**src/rtl/priority_encoder.sv**
```systemverilog
// 8-to-3 priority encoder with a sticky pending set and a one-deep output slot.
// The highest pending index is presented when the slot is free; duplicates set overflow.
module priority_encoder (
  input  logic       clk,
  input  logic       rst_n,
  input  logic [7:0] req,
  input  logic       out_ready,
  input  logic       clr_ovf,
  output logic       out_valid,
  output logic [2:0] out_code,
  output logic [7:0] pending,
  output logic       overflow
);

  typedef enum logic {
    IDLE    = 1'b0,
    PRESENT = 1'b1
  } state_t;

  state_t     state;
  logic       slot_free;
  logic       load;
  logic [2:0] top_code;
  logic [7:0] load_mask;
  logic [7:0] pending_next;
  logic       dup;

  assign out_valid = (state == PRESENT);

  // Ascending scan so the last assignment (highest set index) wins.
  always_comb begin
    top_code = '0;
    for (int unsigned i = 0; i < 8; i++) begin
      if (pending[i]) top_code = 3'(i);
    end
  end

  always_comb begin
    slot_free    = !out_valid || out_ready;
    load         = slot_free && (pending != '0);
    load_mask    = load ? (8'd1 << top_code) : '0;
    pending_next = (pending & ~load_mask) | req;
    dup          = |(req & pending & ~load_mask);
  end

  always_ff @(posedge clk or negedge rst_n) begin
    if (!rst_n) begin
      state    <= IDLE;
      out_code <= '0;
      pending  <= '0;
      overflow <= 1'b0;
    end else begin
      pending <= pending_next;
      if (dup)
        overflow <= 1'b1;
      else if (clr_ovf)
        overflow <= 1'b0;
      if (slot_free) begin
        if (load) begin
          state    <= PRESENT;
          out_code <= top_code;
        end else begin
          state <= IDLE;
        end
      end
    end
  end

endmodule

```
**config.mk**
```make
export PLATFORM = sky130hd
export DESIGN_NAME = priority_encoder
export DESIGN_NICKNAME = d
export VERILOG_FILES = /design/src/rtl/priority_encoder.sv
export SDC_FILE = /design/constraint.sdc
export NUM_CORES = 1
export LEC_CHECK = 0
export BUFFER_PORTS_ARGS = -buffer_cell sky130_fd_sc_hd__buf_2
export CORE_MARGIN = 2
export CORE_UTILIZATION = 48
export DETAILED_ROUTE_END_ITERATION = 10
export PLACE_DENSITY = 0.79
export SLEW_MARGIN = 20
export SYNTH_ARGS = -nofsm -noshare
export SYNTH_HDL_FRONTEND = slang
export SYNTH_SLANG_ARGS = --single-unit
```
**constraint.sdc**
```tcl
create_clock -name clk -period 5.8 [get_ports clk]
set_clock_uncertainty 0.2 [all_clocks]
set_input_delay 0.58 -clock clk [delete_from_list [all_inputs] [get_ports clk]]
set_output_delay 0.58 -clock clk [all_outputs]
set_load 0.02 [all_outputs]
```
Yosys cells after proc, flatten, opt, wreduce, memory -nomap -nowiden
Cells that the tools add are included.
{ "totals": {"output_inout_bits": 13, "reg_bits": 13, "wordCells": 28} }
{ "classes": {"n_reduce_logical": 7, "muxes": 11, "n_shift": 1, "bitwise": 5} }
{ "ops": {"columns": ["operator", "n"], "rows": [
  ["AND 8 bit", 3],
  ["two-way mux 3 bit", 4],
  ["two-way mux 8 bit", 1],
  ["NOT 8 bit", 1],
  ["bitwise OR 8 bit", 1],
  ["nonzero test 8 bit", 1],
  ["OR reduction 8 bit", 1],
  ["left shift 1 x 3 -> 8 bit, first input constant", 1],
  ["two-way mux 1 bit", 4],
  ["two-way mux 2 bit", 2],
  ["AND reduction 2 bit", 1],
  ["nonzero test 2 bit", 1],
  ["logical AND 1 bit", 1],
  ["zero test 1 bit", 1],
  ["logical OR 1 bit", 1]
]} }

Logic depth before layout (Yosys ltp)
{ "depth": {"word_depth": 13, "mapped_depth": 6, "mapped_depth_nobuf": 5} }

Worst setup path after synthesis
Ideal clock, no wire load.
{ "synth_timing": {"path_type": "reg2reg", "startpoint": "reg pending[3]", "endpoint": "reg overflow", "setup_time_ns": 0.129, "t_required_ns": 5.471, "slack_ns": 3.228, "stages_incl_launch_ff": 6, "arrival_ns": 2.243, "n_path_buf": 0, "synth_period_minus_slack_ns": 2.572, "cell_sequence": "dfrtp_1 or4_1 or4_4 or3_1 and3_1 a2111o_1"} }
{ "synth_via": {"elab_chain_cells": 11} }
{ "synth_rtl": {"columns": ["item", "line", "text"], "rows": [
  ["start: declaration", "11", "output logic [7:0] pending,"],
  ["start signal: assignment", "53", "pending <= pending_next;"],
  ["two-way mux 2 bit", "34", "if (pending[i]) top_code = 3'(i);"],
  ["two-way mux 3 bit (4 in series)", "34", null],
  ["left shift 1 x 3 -> 8 bit", "41", "load_mask = load ? (8'd1 << top_code) : '0;"],
  ["two-way mux 8 bit", "41", null],
  ["NOT 8 bit", "43", "dup = |(req & pending & ~load_mask);"],
  ["AND 8 bit (*)", "43", null],
  ["OR reduction 8 bit (*)", "43", null],
  ["two-way mux 1 bit / nonzero test 2 bit (equally long branches)", null, null],
  ["end signal: assignment", "51", "overflow <= 1'b0;"],
  ["end signal: assignment", "55", "overflow <= 1'b1;"],
  ["end signal: assignment", "57", "overflow <= 1'b0;"],
  ["end: declaration", "12", "output logic overflow"]
]} }
Every way passes the cells marked *; elsewhere a longest branch is shown, timed or not.
A chain may end at the register's enable or synchronous reset.

Worst setup path in the final report
Ends and elaborated chain as after synthesis.

==> summary.txt <==
Run
  • Max-cap violations: 0

Global routing
  • First-pass GRT wire length: 2130 um
  • Initial antenna violation count: 0
  • Gr usage total: 20.0%
  • Grt total ovfl: 0
  • Largest net degree at the start of global routing: 14
  • Number of global-route vias before repair: 506

Floorplan
  • Top Ports: 25
  • Die area: 1610 um2
  • Die Height: 40.1 um
  • Core ar.: 1160 um2
  • DIE WIDTH: 40.1 um
  • Initial core utilization: 54.0%
  • Num rows: 12

Clock network
  • Clk slew on worst S/H paths: 80 ps
  • Root buf cell: clkbuf_4
  • Latest clock arrival within the worst-skew pair: 260 ps
  • CTS H-tree depth: 1
  • CTS buffer count: 3
  • CTS max path bufs: 2
  • CTS sink count: 13
  • Post-cts resize count: 0
  • CTS tree: yes

Setup path
  • CP endpoint kind: register
  • Maximum fanout along the worst path: 7
  • Crit start category: register
  • Req. time, crit path: 5750 ps
  • Arrival time at the worst endpoint: 2530 ps
  • Crit Path Category: reg -> reg

Timing
  • Rel. slew slack: 60.2%
  • Setup violators final: 0
  • Fin Hold WS: 304 ps
  • F_max: 388 MHz
  • Worst slew pin tran: 591 ps
  • TNS Setup: 0 ps
  • Final Max Slew Viols: 0
  • RSZ-0062 raised after global routing: false
  • Fin crit period: 2580 ps
  • Final Cycle Share: 44.5%
  • Final Hold Fails: 0

Logic synthesis
  • Post-synth top area share: 52.1%
  • Top post-synthesis cells by area: dfrtp_1 52%, o21ai_0 4.8%, a21o_1 3.6%, nand2_1 3.6%, a21o_2 2.8%
  • Cells after Synth: 63
  • Synth cell types: 27
  • Seq cells post-synth: 13
  • Synth Warn #: 0
  • Mapped Area: 624 um2
  • Sequential fraction of the synthesis area: 52.1%
  • Area leader, netlist: dfrtp_1
  • Synth Area per Inst: 9.91 um2
  • Synthesized Nets: 75

Pwr
  • Maximum VDD drop: 0.194 mV
  • Pwr Density: 216 nW/um2
  • Leakage: 0.312 nW

Placed design
  • Port Buffers: 24
  • Placed inst area: 754 um2
  • Gpl congestion: 0.855
  • Post-DP HPWL: 1040 um

Layout
  • Final instance area: 791 um2
  • Nets: 104
  • Layout cells sized above 1: 34.1%
  • Synthesis-to-finish area growth: 26.7%
  • Commonest non-fill, non-tap cell in the layout: buf_2
  • Commonest non-fill, non-tap cells in the layout: 24 x buf_2, 13 x dfrtp_1, 6 x o21ai_0, 6 x nand2_1, 4 x nor2_1
  • # diodes: 0
  • Final core utilization: 68.4%

Route
  • Wirelength, routed: 1370 um
  • Routed len/inst: 13.0 um
  • Via/cell ratio: 5.62
  • DRT Pass-1 Iters: 4
  • Via Count: 590
  • DRC: 0
  • Antenna Violating Nets Remaining: 0
  • Starting DRT DRC Count: 17

Hold path
  • Min-delay worst type: reg -> reg

Outcome
  • Status: completed
## logic make-up (layout without fill, tap and decap cells)
family          count (synthesis)  in the layout  synth area share [%]
simple gates                   26             26                  23.0
flops                          13             13                  52.1
compound gates                 20             20                  21.8
buf+inv                         4             32                  3.01
## metrics by stage
step	power, mW	cells	setup slack (ps)
after floorplan	0.108	63	3230
after global placement	0.117	100	3280
after detailed placement	0.117	100	3250
after CTS	0.172	105	3220
after global routing	0.179	105	3160
final	0.171	105	3220
## registers in the layout, indices dropped and copies added, names as in the netlist
signal	count
out_code	3
out_valid	1
overflow	1
pending	8
## where the power goes
group / total, mW / leakage (nW) / switching [mW] / internal [mW]
registers: 0.0959 / 0.121 / 0.00282 / 0.0931
logic: 0.0199 / 0.176 / 0.0116 / 0.00832
clock network: 0.0547 / 0.0150 / 0.0282 / 0.0265
## layer usage
metal	wire length, um	GRT usage (%)	up-vias
li1	-	-	292
met1	596	25.2	271
met2	662	31.5	25
met3	95	6.11	2
met4	14	8.62	0
met5	0	0	-
## synth_stat cells, drive strengths merged
cell type	number
inv	3
nand3	1
nor2	4
o21ai	6
dfrtp	13
and3	2
nor4	2
nand3b	1
nor3	1
nor2b	2
a21oi	2
a21o	5
nand2	6
o211ai	1
nand2b	1
or2	1
a32oi	1
a2111o	1
a31oi	2
buf	1
or3	2
or4	2
o221ai	1
a21boi	1
and2b	1
## critical path, cell delays in order, from the launching register on
cell,delay (ps)
dfrtp_1,440
or4_1,540
or4_4,430
or3_1,340
and3_1,190
a2111o_1,330
## layout make-up
type,count,area (um2)
inverters,3,11.3
flip-flops and latches,13,325
fillers,89,365
repair buffers,25,130
well taps,14,17.5
multi-input cells,46,280
clock buffers,4,26.3
## final timing paths
path | from | to | slack (ps) | cells past startpoint
max in group asynchronous | rst_n | pending[3]$_DFF_PN0_ | 4660 | 2
worst max-delay path | pending[3]$_DFF_PN0_ | overflow$_DFFE_PN0P_ | 3220 | 5
worst min-delay path | out_code[2]$_DFFE_PN0P_ | out_code[2]$_DFFE_PN0P_ | 300 | 2
worst min register to register | out_code[2]$_DFFE_PN0P_ | out_code[2]$_DFFE_PN0P_ | 300 | 2
worst max register to register | pending[3]$_DFF_PN0_ | overflow$_DFFE_PN0P_ | 3220 | 5
min in group asynchronous | rst_n | pending[6]$_DFF_PN0_ | 520 | 2
## repair_timing
item	in CTS	in global routing
setup endpoints to repair	0	0
hold buffers	1	0
buffers inserted	0	0
endpoints found under the hold margin	13	0
No activity file was read; power rests on OpenSTA's default activity.
